<file path="config.mk">
export PLATFORM = sky130hd
export DESIGN_NAME = pc_fetch_unit
export DESIGN_NICKNAME = d
export VERILOG_FILES = /design/src/rtl/pc_pkg.sv /design/src/rtl/pc_fetch_unit_sat_counter.sv /design/src/rtl/pc_fetch_unit.sv
export SDC_FILE = /design/constraint.sdc
export NUM_CORES = 1
export LEC_CHECK = 0
export CAP_MARGIN = 10
export CELL_PAD_IN_SITES_DETAIL_PLACEMENT = 0
export CELL_PAD_IN_SITES_GLOBAL_PLACEMENT = 2
export CORE_ASPECT_RATIO = 0.7
export CORE_MARGIN = 5
export CORE_UTILIZATION = 24
export DETAILED_ROUTE_END_ITERATION = 7
export GPL_ROUTABILITY_DRIVEN = 0
export GPL_TIMING_DRIVEN = 1
export PLACE_DENSITY = 0.81
export SETUP_SLACK_MARGIN = 0.15
export SLEW_MARGIN = 40
export SYNTH_ARGS = -nofsm -noshare
export SYNTH_HDL_FRONTEND = slang
export SYNTH_SLANG_ARGS = --single-unit
</file>
<file path="constraint.sdc">
create_clock -name clk -period 2.22 [get_ports clk]
set_clock_uncertainty 0.2 [all_clocks]
set_input_delay 0.444 -clock clk [delete_from_list [all_inputs] [get_ports clk]]
set_output_delay 0.444 -clock clk [all_outputs]
set_load 0.02 [all_outputs]
</file>
<file path="src/rtl/pc_pkg.sv">
// pc_pkg: shared definitions for the fetch-stage program counter.
//   pc_state_t  - fetch FSM state encoding
//   HALT_OPCODE - opcode that stops fetch (shared with the decoder)
package pc_pkg;

    typedef enum logic [1:0] {
        ST_RUN    = 2'd0,
        ST_BUBBLE = 2'd1,
        ST_HALTED = 2'd2,
        ST_FAULT  = 2'd3
    } pc_state_t;

    localparam logic [6:0] HALT_OPCODE = 7'h7F;

endpackage

</file>
<file path="src/rtl/pc_fetch_unit_sat_counter.sv">
// sat_counter: enable-driven counter that sticks at all-ones.
//   clk      in   clock
//   rst      in   synchronous active-low reset (clears count)
//   i_en     in   count one event this cycle
//   o_count  out  current count (registered)
module sat_counter #(
    parameter int unsigned CNT_WIDTH = 16
) (
    input  logic                 clk,
    input  logic                 rst,
    input  logic                 i_en,
    output logic [CNT_WIDTH-1:0] o_count
);

    logic [CNT_WIDTH-1:0] r_count;

    // Increment on enable unless already saturated.
    always_ff @(posedge clk) begin
        if (!rst) begin
            r_count <= '0;
        end else if (i_en && (r_count != '1)) begin
            r_count <= r_count + CNT_WIDTH'(1);
        end
    end

    assign o_count = r_count;

endmodule

</file>
<file path="src/rtl/pc_fetch_unit.sv">
// pc_fetch_unit: fetch-stage program counter with redirect bubble, halt/resume,
// misaligned-redirect fault and a saturating count of sequential fetches.
//   clk, rst      clock; synchronous active-low reset
//   opcode        opcode at pc (only meaningful while fetch_valid)
//   stall         hold pc
//   redir_valid   redirect request, destination redir_target
//   resume        leave HALTED
//   pc            current fetch address (registered)
//   pc_plus       pc + 2**STEP_LOG2, wrapping (combinational)
//   fetch_valid   instruction at pc is valid (RUN)
//   halted/fault  HALTED / FAULT state flags
//   fetch_cnt     saturating count of sequentially accepted instructions
module pc_fetch_unit
    import pc_pkg::*;
#(
    parameter int unsigned       WIDTH     = 32,
    parameter int unsigned       STEP_LOG2 = 0,
    parameter logic [WIDTH-1:0]  RESET_VEC = '0,
    parameter logic [6:0]        HALT_OP   = HALT_OPCODE,
    parameter int unsigned       CNT_WIDTH = 16
) (
    input  logic                 clk,
    input  logic                 rst,
    input  logic [6:0]           opcode,
    input  logic                 stall,
    input  logic                 redir_valid,
    input  logic [WIDTH-1:0]     redir_target,
    input  logic                 resume,
    output logic [WIDTH-1:0]     pc,
    output logic [WIDTH-1:0]     pc_plus,
    output logic                 fetch_valid,
    output logic                 halted,
    output logic                 fault,
    output logic [CNT_WIDTH-1:0] fetch_cnt
);

    localparam logic [WIDTH-1:0] STEP       = WIDTH'(64'd1 << STEP_LOG2);
    localparam logic [WIDTH-1:0] ALIGN_MASK = WIDTH'((64'd1 << STEP_LOG2) - 64'd1);

    pc_state_t        r_state;
    logic [WIDTH-1:0] r_pc;
    logic             r_fetch_valid;
    logic             r_halted;
    logic             r_fault;

    logic [WIDTH-1:0] w_pc_plus;
    logic             w_misaligned;
    logic             w_cnt_en;

    assign w_pc_plus    = r_pc + STEP;
    // Mask is all-zero for word addressing, so no target can be misaligned.
    assign w_misaligned = |(redir_target & ALIGN_MASK);
    // Only the plain sequential-advance row of RUN counts as an accepted fetch.
    assign w_cnt_en     = (r_state == ST_RUN) && !redir_valid &&
                          (opcode != HALT_OP) && !stall;

    // Fetch FSM; flag outputs are registered alongside each transition.
    always_ff @(posedge clk) begin
        if (!rst) begin
            r_state       <= ST_RUN;
            r_pc          <= RESET_VEC;
            r_fetch_valid <= 1'b1;
            r_halted      <= 1'b0;
            r_fault       <= 1'b0;
        end else begin
            case (r_state)
                ST_RUN, ST_BUBBLE: begin
                    if (redir_valid && w_misaligned) begin
                        r_state       <= ST_FAULT;
                        r_fetch_valid <= 1'b0;
                        r_fault       <= 1'b1;
                    end else if (redir_valid) begin
                        // Redirect wins over halt: a halt opcode here is wrong-path.
                        r_pc          <= redir_target;
                        r_state       <= ST_BUBBLE;
                        r_fetch_valid <= 1'b0;
                    end else if (r_state == ST_BUBBLE) begin
                        r_state       <= ST_RUN;
                        r_fetch_valid <= 1'b1;
                    end else if (opcode == HALT_OP) begin
                        r_state       <= ST_HALTED;
                        r_fetch_valid <= 1'b0;
                        r_halted      <= 1'b1;
                    end else if (!stall) begin
                        r_pc <= w_pc_plus;
                    end
                end
                ST_HALTED: begin
                    // Resume steps past the halt instruction.
                    if (resume) begin
                        r_pc          <= w_pc_plus;
                        r_state       <= ST_RUN;
                        r_fetch_valid <= 1'b1;
                        r_halted      <= 1'b0;
                    end
                end
                default: begin
                    // FAULT is sticky until reset.
                end
            endcase
        end
    end

    sat_counter #(
        .CNT_WIDTH (CNT_WIDTH)
    ) u_fetch_cnt (
        .clk     (clk),
        .rst     (rst),
        .i_en    (w_cnt_en),
        .o_count (fetch_cnt)
    );

    assign pc          = r_pc;
    assign pc_plus     = w_pc_plus;
    assign fetch_valid = r_fetch_valid;
    assign halted      = r_halted;
    assign fault       = r_fault;

endmodule
</file>
==> metrics.md <==
| Metric | Value |
|---|---|
| Tmin final | `2560 ps` |
| Reg2reg end | `pc[16]` |
| Ys Warns | `0` |
| Root buffer cell | `clkbuf_16` |
| Post-synth top flop | `dfxtp_1` |
| Total track usage | `0.171` |
| Detailed placement HPWL | `10,900 µm` |
| Static Leak | `3.14 nW` |
| Hold buffer count at cts | `0` |
| Starting DRT DRC Count | `233` |
| Die area | `16,400 µm²` |
| GRT met1 Usage | `0.236` |
| Drt wl/cell | `16.8 µm` |
| Critical R2R Launch | `pc[12]` |
| Max Cap Viol | `0` |
| Final WL | `14,800 µm` |
| Max Transition Viols Final | `0` |
| Wire length of the first global-routing pass | `22,500 µm` |
| Number of vias per cell | `4.87` |
| Nature of the critical path startpoint | `flop` |
| CTS sink cnt | `52` |
| Setup WS post-layout | `-343 ps` |
| Peak supply drop | `336 µV` |
| Cell Area, Synth | `3350 µm²` |
| Final setup fails | `25` |
| Largest net degree at the start of global routing | `27` |
| EDFF count, synth | `0` |
| Most area-consuming cells after synthesis | `dfxtp_1, xnor2_1, nand2_1` |
| H-tree depth | `2` |
| Crit path required time | `1580 ps` |
| Clk buf depth | `2` |
| Critical-path maximum fanout | `4` |
| R2R depth | `10` |
| Hold Crit Class | `reg2reg` |
| Max Freq | `390 MHz` |
| CTS tree | `yes` |
| DRC | `0` |
| Fill count | `1,318` |
| Min-delay src | `fetch_valid` |
| Vias post-DR | `4,279` |
| Core area | `13,800 µm²` |
| Total grt overflow | `0` |
| DRT antenna net count | `0` |
| Most frequent cells in the layout | `buf_4, clkdlybuf4s50_1, nand2_1` |
| Met2 usage | `0.274` |
| Yosys cell types | `55` |
| Asr flop ratio synth | `0` |
| Crit path DAT | `1920 ps` |
| R2R setup slack | `50 ps` |
| Pwr/cell area | `385 nW/µm²` |
| Pre-CTS setup slack | `-476 ps` |
| P&R area growth vs syn | `109%` |
| Diodes inserted | `0` |
| Setup crit end kind | `output pin` |
| Inserted Clock Buffers | `5` |
| Post-synthesis register bit count | `52` |
| Placed Cells | `835` |
| Synth area leader | `dfxtp_1` |
| Ratio of cells with drive above 1 in the final layout | `0.466` |
| Sequential fraction of the synthesis area | `0.311` |
| Most common cell after layout, fill and taps aside | `buf_4` |
| Seq. cell area | `1120 µm²` |
| Starting Density | `0.243` |
| Status | `finished, violations left` |
| RSZ-0062 raised after global routing | `true` |
| Cells after Synth | `435` |
| Worst-Skew Late Latency | `290 ps` |
| Most Used Layer, Global Route | `met2` |
| Fin cells | `879` |
| Drt first pass iters | `4` |
| Initial antenna violation count | `0` |
| # IOs | `127` |
| Grt met3 use | `0.0370` |
| Endpoints failing hold | `0` |
| Port bufs | `125` |
| Hold Path End | `fetch_valid` |
| Hold Path Stages | `2` |
| Violated checks | `setup timing` |
| Setup Crit Path Kind | `reg2out` |
| Synthesized netlist net count | `481` |
| Reg clk slew, reported paths | `70 ps` |
| Width of the die | `151 µm` |
| Post-synth top area share | `0.311` |
| Die height | `109 µm` |
| Final #Nets | `734` |
| Setup TNS | `-5630 ps` |
| Area of the multi-input gates | `2840 µm²` |
| Part of the cycle the worst path needs | `1.15` |
| Vias in the first global route | `4,267` |
| # rows | `36` |
| Avg Inst Size Synth | `7.69 µm²` |
[stage by stage]
| stage | hold WS, ps | util | cell area (µm²) | power (mW) |
|---|---|---|---|---|
| 6_report | 309 | 0.507 | 6990 | 2.69 |
| 5_1_grt | 357 | 0.507 | 6990 | 2.82 |
| 4_1_cts | 319 | 0.467 | 6440 | 2.65 |
| 3_5_place_dp | 308 | 0.436 | 6010 | 1.87 |
| 3_3_place_gp | 290 | 0.436 | 6010 | 1.86 |
| 2_1_floorplan | 319 | - | 3690 | 1.41 |
[per-layer routing]
metal | up-vias | routed length [µm]
li1 | 2091 | -
met1 | 2059 | 6800
met2 | 112 | 6860
met3 | 17 | 902
met4 | 0 | 205
met5 | - | 0
[worst max-delay path: stages (launching register included)]
cell and delay, ps:
dfxtp_4 360, nand4_4 150, buf_6 160, nor4_4 250
buf_4 180, buf_4 110, buf_6 90, nand2_4 60
xnor2_4 130, buf_6 130
[cells in the mapped netlist (all sizes together) (10+ instances only)]
cell type   n
nand3      22
clkbuf     18
nand4      24
buf        11
o21ai      10
inv        16
o31a       13
a21oi      30
nor4       12
nor2       39
dfxtp      52
xnor2      35
nand2      62
[state kept, by name, summed over array words and instances (netlist names)]
| register | count |
|---|---|
| u_fetch_cnt.o_count | 16 |
| halted | 1 |
| fetch_valid | 1 |
| r_state | 2 |
| pc | 32 |
[worst max-delay path by stage]
| stage | startpoint | end | slack (ps) | depth (start not counted) |
|---|---|---|---|---|
| 2_1_floorplan | pc[9] | pc_plus[19] | 6 | 4 |
| 3_3_place_gp | pc[1] | pc_plus[31] | -420 | 8 |
| 3_5_place_dp | pc[1] | pc_plus[27] | -480 | 7 |
| 4_1_cts | pc[0] | pc_plus[24] | -410 | 8 |
| 5_1_grt | pc[12] | pc_plus[24] | -420 | 8 |
| 6_report | pc[12] | pc_plus[16] | -340 | 9 |
[cells by family after synthesis]
| kind of cell | after synthesis | share of synthesized area |
|---|---|---|
| compound gates | 100 | 0.210 |
| xor+xnor | 42 | 0.110 |
| fa+ha+maj | 2 | 0.00748 |
| buf+inv | 45 | 0.0553 |
| flops | 52 | 0.311 |
| mux | 3 | 0.00898 |
| other cells | 1 | 0.00112 |
| simple gates | 190 | 0.296 |
[power breakdown]
group | switching [mW] | total (mW) | internal, mW
clock network | 0.370 | 0.786 | 0.416
registers | 0.0489 | 1.02 | 0.974
logic | 0.441 | 0.886 | 0.445
[final cells by class]
type	count	share of cell area
Tap cell	190	0.0340
Multi-Input combinational cell	338	0.407
Inverter	16	0.00859
Clock buffer	6	0.0184
Sequential cell	52	0.160
Clock inverter	2	0.00161
Timing Repair Buffer	275	0.371
[what timing repair did]
item / 4_1_cts / 5_1_grt
setup endpoints to repair: 54 / 72
setup buffers: 15 / 21
pin swaps: 27 / 46
gates resized for setup: 217 / 93
Power figures use the tool's default switching activity.
